## config.mk

```make
export PLATFORM = sky130hd
export DESIGN_NAME = mem_stage
export DESIGN_NICKNAME = d
export VERILOG_FILES = /design/src/rtl/mem_stage.sv
export SDC_FILE = /design/constraint.sdc
export NUM_CORES = 1
export LEC_CHECK = 0
export CAP_MARGIN = 20
export CORE_MARGIN = 5
export CORE_UTILIZATION = 40
export DETAILED_ROUTE_END_ITERATION = 6
export PLACE_DENSITY = 0.83
export SETUP_SLACK_MARGIN = 0.4
export SLEW_MARGIN = 10
export SYNTH_ARGS = -nofsm -noshare
export SYNTH_HDL_FRONTEND = slang
export SYNTH_SLANG_ARGS = --single-unit
```

## constraint.sdc

```tcl
create_clock -name clk -period 5.85 [get_ports clk]
set_input_delay 1.4625 -clock clk [delete_from_list [all_inputs] [get_ports clk]]
set_output_delay 1.4625 -clock clk [all_outputs]
set_load 0.05 [all_outputs]
```

## src/rtl/mem_stage.sv

```systemverilog
`default_nettype none
// ------------------------------------------------------------------------
// mem_stage : memory-access stage, valid/ready dmem bus + MEM/WB register
// Revision  : 1.0
// ------------------------------------------------------------------------
module mem_stage #(
  parameter int TIMEOUT_CYCLES = 255
) (
  input  logic        clk,
  input  logic        rst_n,
  input  logic        valid_m,
  input  logic [31:0] aluresult,
  input  logic [31:0] writedata,
  input  logic [31:0] pcplus4,
  input  logic [4:0]  rd,
  input  logic        regwrite,
  input  logic [1:0]  resultsrc,
  input  logic        memwrite,
  output logic        dmem_req,
  output logic        dmem_we,
  output logic [31:0] dmem_addr,
  output logic [31:0] dmem_wdata,
  input  logic        dmem_gnt,
  input  logic        dmem_rvalid,
  input  logic [31:0] dmem_rdata,
  input  logic        dmem_err,
  output logic        stall_m,
  output logic        wb_valid,
  output logic [31:0] wb_aluresult,
  output logic [31:0] wb_readdata,
  output logic [31:0] wb_pcplus4,
  output logic [4:0]  wb_rd,
  output logic        wb_regwrite,
  output logic [1:0]  wb_resultsrc,
  output logic        exc_misaligned,
  output logic        exc_bus,
  output logic [31:0] exc_addr
);

  localparam logic [1:0] c_st_idle = 2'd0;
  localparam logic [1:0] c_st_req  = 2'd1;
  localparam logic [1:0] c_st_resp = 2'd2;
  localparam logic [9:0] c_timeout = TIMEOUT_CYCLES[9:0];

  logic [1:0] r_state;
  logic [1:0] w_state_next;
  logic [9:0] r_cnt;
  logic [9:0] w_cnt_inc;
  logic       w_memop;
  logic       w_misal;
  logic       w_amemop;
  logic       w_is_load;
  logic       w_in_resp;
  logic       w_rsp_done;
  logic       w_timeout;
  logic       w_done;
  logic       w_buserr;

  assign w_memop    = valid_m & (memwrite | (resultsrc == 2'b01));
  assign w_misal    = w_memop & (aluresult[1:0] != 2'b00);
  assign w_amemop   = w_memop & ~w_misal;
  assign w_is_load  = (resultsrc == 2'b01) & ~memwrite;
  assign w_in_resp  = (r_state == c_st_resp);
  assign w_cnt_inc  = r_cnt + 10'd1;
  assign w_rsp_done = w_in_resp & dmem_rvalid;
  // Timeout completes in the cycle whose increment would reach the limit.
  assign w_timeout  = w_in_resp & ~dmem_rvalid & (w_cnt_inc == c_timeout);
  assign w_done     = w_rsp_done | w_timeout;
  assign w_buserr   = (w_rsp_done & dmem_err) | w_timeout;

  assign dmem_we    = memwrite;
  assign dmem_addr  = {aluresult[31:2], 2'b00};
  assign dmem_wdata = writedata;

  always_ff @(posedge clk or negedge rst_n) begin
    if (!rst_n) begin
      r_state <= c_st_idle;
    end else begin
      r_state <= w_state_next;
    end
  end

  always_comb begin
    w_state_next = r_state;
    case (r_state)
      c_st_idle: if (w_amemop) w_state_next = dmem_gnt ? c_st_resp : c_st_req;
      c_st_req:  if (dmem_gnt) w_state_next = c_st_resp;
      c_st_resp: if (w_done)   w_state_next = c_st_idle;
      default:   w_state_next = c_st_idle;
    endcase
  end

  // Gated by rst_n so the bus request and stall drop the moment reset asserts.
  always_comb begin
    dmem_req = 1'b0;
    stall_m  = 1'b0;
    if (rst_n && w_amemop) begin
      dmem_req = ~w_in_resp;
      stall_m  = ~w_done;
    end
  end

  // Counter is held at zero outside RESP, so it is clear on every entry.
  always_ff @(posedge clk or negedge rst_n) begin
    if (!rst_n) begin
      r_cnt <= '0;
    end else if (!w_in_resp) begin
      r_cnt <= '0;
    end else begin
      r_cnt <= w_cnt_inc;
    end
  end

  always_ff @(posedge clk or negedge rst_n) begin
    if (!rst_n) begin
      wb_valid       <= 1'b0;
      wb_aluresult   <= '0;
      wb_readdata    <= '0;
      wb_pcplus4     <= '0;
      wb_rd          <= '0;
      wb_regwrite    <= 1'b0;
      wb_resultsrc   <= '0;
      exc_misaligned <= 1'b0;
      exc_bus        <= 1'b0;
      exc_addr       <= '0;
    end else if (stall_m) begin
      wb_valid       <= 1'b0;
      wb_regwrite    <= 1'b0;
      exc_misaligned <= 1'b0;
      exc_bus        <= 1'b0;
      exc_addr       <= '0;
    end else begin
      wb_valid       <= valid_m;
      wb_aluresult   <= aluresult;
      wb_readdata    <= (w_rsp_done && w_is_load) ? dmem_rdata : 32'h0;
      wb_pcplus4     <= pcplus4;
      wb_rd          <= rd;
      wb_regwrite    <= valid_m & regwrite & ~w_misal & ~w_buserr;
      wb_resultsrc   <= resultsrc;
      exc_misaligned <= w_misal;
      exc_bus        <= w_buserr;
      exc_addr       <= (w_misal || w_buserr) ? aluresult : 32'h0;
    end
  end

endmodule
`default_nettype wire

```

======== Yosys cells after proc, flatten, opt, wreduce, memory -nomap -nowiden ========
Index checks and enable logic that the tools add are counted.
operators by class
  reductions and logical operators ........ 6
  bitwise operators ....................... 20
  multiplexer cells ....................... 15
  eq/ne operators ......................... 7
  add/sub/neg operators ................... 1
operator list
  cell                                                              number
  32-bit two-way mux                                                3
  1-bit bitwise AND                                                 11
  10-bit by 1-bit adder with 10-bit output, second input constant   1
  10-bit by 8-bit == test with 1-bit output, second input constant  1
  10-bit two-way mux                                                1
  2-bit two-way mux                                                 4
  1-bit two-way mux                                                 6
  1-bit NOT                                                         6
  2-bit case mux with 3 select lines                                1
  2-bit by 1-bit == test with 1-bit output, second input constant   2
  2-bit != test, second input constant                              2
  1-bit bitwise OR                                                  3
  3-bit AND reduction                                               1
  2-bit == test, second input constant                              1
  1-bit logical AND                                                 2
  2-bit zero test                                                   1
  2-bit by 1-bit != test with 1-bit output, second input constant   1
  2-bit nonzero test                                                1
  1-bit logical OR                                                  1
word-level totals
  word-level logic and storage cells ...... 61
  flip-flop bits (word level) ............. 151
  output and inout port bits .............. 206
  bits of input ports ..................... 143

======== Depth between registers and ports, before layout ========
  depth in word-level cells ............... 9
  depth in mapped cells ................... 9
  depth with buffers taken out ............ 8

======== Worst setup path before layout ========
OpenSTA, ideal clock, no wires.
  kind .................................... in2out
  from .................................... input port dmem_rvalid
  to ...................................... output port stall_m
  path slack .............................. 1.221 ns
  data required time ...................... 4.388 ns
  buffers on the path ..................... 2
  arrival ................................. 3.166 ns
  stages on the path ...................... 6
  cells stage by stage .................... or3b_1 > or4_1 > a211oi_2 > a21oi_2 > buf_6 > buf_2
between the ends
  word-level cells in the longest chain between the ends .. 6
  elaborated cells on any way between the ends .. 7
  those cells by class .................... mux: 1; bitwise: 6
ends and longest elaborated chain
  what                             line  RTL
  start: declaration               24    input logic dmem_rvalid,
  1-bit NOT                        67    assign w_timeout = w_in_resp & ~dmem_rvalid & (w_cnt_inc == c_timeout);
  1-bit bitwise AND (2 in series)  67
  1-bit bitwise OR (*)             68    assign w_done = w_rsp_done | w_timeout;
  1-bit NOT (*)                    99    stall_m = ~w_done;
  1-bit two-way mux (*)            97    if (rst_n && w_amemop) begin
  end: declaration                 27    output logic stall_m,
Mark *: on every way between the ends. The rest lies on a longest branch, timed or not.

======== Final worst setup path ========
Same ends and word-level chain as after synthesis.

==> results.toml <==
[synth]
synth-adder-area-share_pct = 0.406
ys_top_cells_by_count = "dfrtp_1 (151), mux2_2 (69), buf_4 (65)"
yosys.area_share.simple_pct = 3.47
muxShareOfSynthArea_pct = 12.8
synth_area_um2 = 6160
avgSynthCellArea_um2 = 13.7
synth-xor-area-share_pct = 0.996
yosys_warnings = 0
ys_seq_elements = 151
synth_compound_area_share_pct = 10.7
synth_top_area_share_pct = 61.4
yosysMostFrequentCell = "dfrtp_1"
synth_edf_count = 0
yosys.area.top_type = "dfrtp_1"
synth_top_family_by_area = "multiplexers"
synthArstFlopShare_pct = 100
yosys.cell_types.count = 39
postSynthCellCount = 450
synthFlopType = "dfrtp_1"
yosysSeqAreaShare_pct = 61.4
synth_area_leaders = "dfrtp_1 (61%), mux2_2 (13%), buf_4 (7.9%), a22o_1 (4.6%), a21boi_0 (4.0%)"

[grt]
grt_pass1_vias = 4771
grt_pass1_wl_um = 26500
overflow = 0
track_usage_pct = 18.9
grt_max_degree = 104
antenna_found_initial = 0

[drt]
drc = 0
highest_layer = "met4"
drt-met1-wl_um = 6240
wl_per_cell_um = 19.4
drt_pass1_iterations = 4
vias = 4328
drt_iter0_drc = 188
drtAntennaViolNets = 0
met3_length_um = 1880
wl_met2_um = 8360
vias_per_cell = 4.99
wirelength_um = 16800

[floorplanning]
die_h_um = 134
coreArea_um2 = 15100
fp-row-count = 45
start_util_pct = 40.7
io_pins = 349
dieArea_um2 = 18000
die_w_um = 134

[setup_path]
end_kind = "output port"
path_cells = "clkdlybuf4s50_1, or3b_1, or4_1, a211oi_2, a21oi_4, buf_12"
cp_slowest_cell = "or4_1"
worst_setup_path_start_kind = "primary input"
critPathRequiredTime_ps = 4390
path_class = "in -> out"
cp_max_fo = 4
worstPathArrival_ps = 3620
critPathMaxStageDelay_ps = 540

[sta]
worst_slew_pin_slew_ps = 1100
final-setup-viol-count = 0
rsz0062_at_grt = "no"
finalSetupTns_ps = 0
fmax_mhz = 197
fin_crit_ps = 5090
clock_skew_ps = 12.7
hold_violations = 0
drv_slew = 0
finalCritPeriodShare_pct = 86.9
relSlewSlack_pct = 26.8

[clock_tree]
hold_buffers = 0
htreeDepth = 4
cts_max_path_buffers = 2
post_cts_resized = 0
cts-buffers-inserted = 17
clkLatencyLatePin_ps = 420
cts_sinks = 151
clk_pin_slew_ps = 60
post_cts_buffers = 0
cts_tree = "done"
cts-root-buf = "clkbuf_16"

[job]
maxCapViolCount = 0

[cells_and_area]
post-route-util_pct = 61.5
antenna_cells = 0
drive_gt1_share_pct = 16.6
nNetsFinal = 812
area_delta_synth_final_pct = 51.3

[status]
status = "complete, no violations"

[placed_design]
place.gp.congestion = 0.761
dp_hpwl_um = 12300
port_buffers = 282

[pwr]
power_density_nw_per_um2 = 295
ir_drop_v = 0.000189
leakagePower_nw = 3.92

[hold_path]
min_path_type = "reg -> reg"
[path summary, 6_finish.rpt]
path,from,end,slack (ps),depth (start not counted)
max reg2reg,r_cnt[2],wb_aluresult[2],2800,7
max,dmem_rvalid,stall_m,760,6
min in group asynchronous,rst_n,wb_readdata[10],880,1
min,wb_aluresult[0],wb_aluresult[0],490,1
max in group asynchronous,rst_n,exc_addr[22],3840,2
min reg2reg,wb_aluresult[0],wb_aluresult[0],490,1
[cell families after synthesis]
family                   Yosys count
other                              1
AND/OR/NAND/NOR                   40
flip-flops                       151
XOR/XNOR                           7
multiplexers                      70
AO/OA/AOI/OAI                     84
buffers and inverters             95
adder cells (fa/ha/maj)            2
[registers in the layout, indices dropped and copies added (netlist names)]
name,count
wb_readdata,32
r_state,2
exc_misaligned,1
exc_addr,32
wb_resultsrc,2
wb_regwrite,1
wb_valid,1
wb_aluresult,32
wb_pcplus4,32
exc_bus,1
wb_rd,5
r_cnt,10
[cells in the final DEF, fill, tap and decap left out, drive strengths merged, types with 3 or more instances in the layout]
cell	synthesis	routed
a22o	32	32
a21o	3	3
nor2b	4	4
a21oi	5	5
clkinvlp	0	4
bufinv	0	3
nor2	13	13
buf	70	7
inv	5	9
clkdlybuf4s50	0	280
o21ai	4	4
clkbuf	20	19
a21boi	33	33
dfrtp	151	151
nand3	5	5
mux2	69	69
nand2	4	4
xnor2	3	3
xor2	4	4
[layout make-up]
| cell class | count | area, um^2 |
|---|---|---|
| fillers | 1142 | 5830 |
| flip-flops and latches | 151 | 3780 |
| repair buffers | 287 | 2890 |
| multi-input cells | 205 | 1770 |
| clock buffers | 19 | 453 |
| well taps | 188 | 235 |
| clock inverters | 12 | 166 |
| inverters | 5 | 18.8 |
[worst max-delay path: cells and delay by family]
family | cells | cell delay (ps)
and+or+nand+nor | 2 | 940
buffers and inverters | 2 | 680
AOI/OAI and AO/OA | 2 | 540
[power by group]
part	switching (mW)	internal, mW	total [mW]
Clock	0.442	0.699	1.14
Sequential	0.0214	1.09	1.11
Combinational	0.302	0.191	0.492
[per-layer routing]
metal	global-route usage, %	vias up
li1	-	1931
met5	0	-
met2	31.5	240
met1	21.4	2130
met3	8.74	27
met4	6.62	0
[per-stage QoR]
step | std cells | setup slack, ps | cell area [um^2] | hold WS, ps | power (mW)
2_1_floorplan | 451 | 1220 | 6160 | 474 | 1.46
3_3_place_gp | 835 | 804 | 8670 | 462 | 1.62
3_5_place_dp | 835 | 784 | 8670 | 479 | 1.63
4_1_cts | 866 | 772 | 9290 | 498 | 2.78
5_1_grt | 867 | 667 | 9320 | 508 | 2.85
6_report | 867 | 764 | 9320 | 495 | 2.74
(Power assumes the default switching activity.)
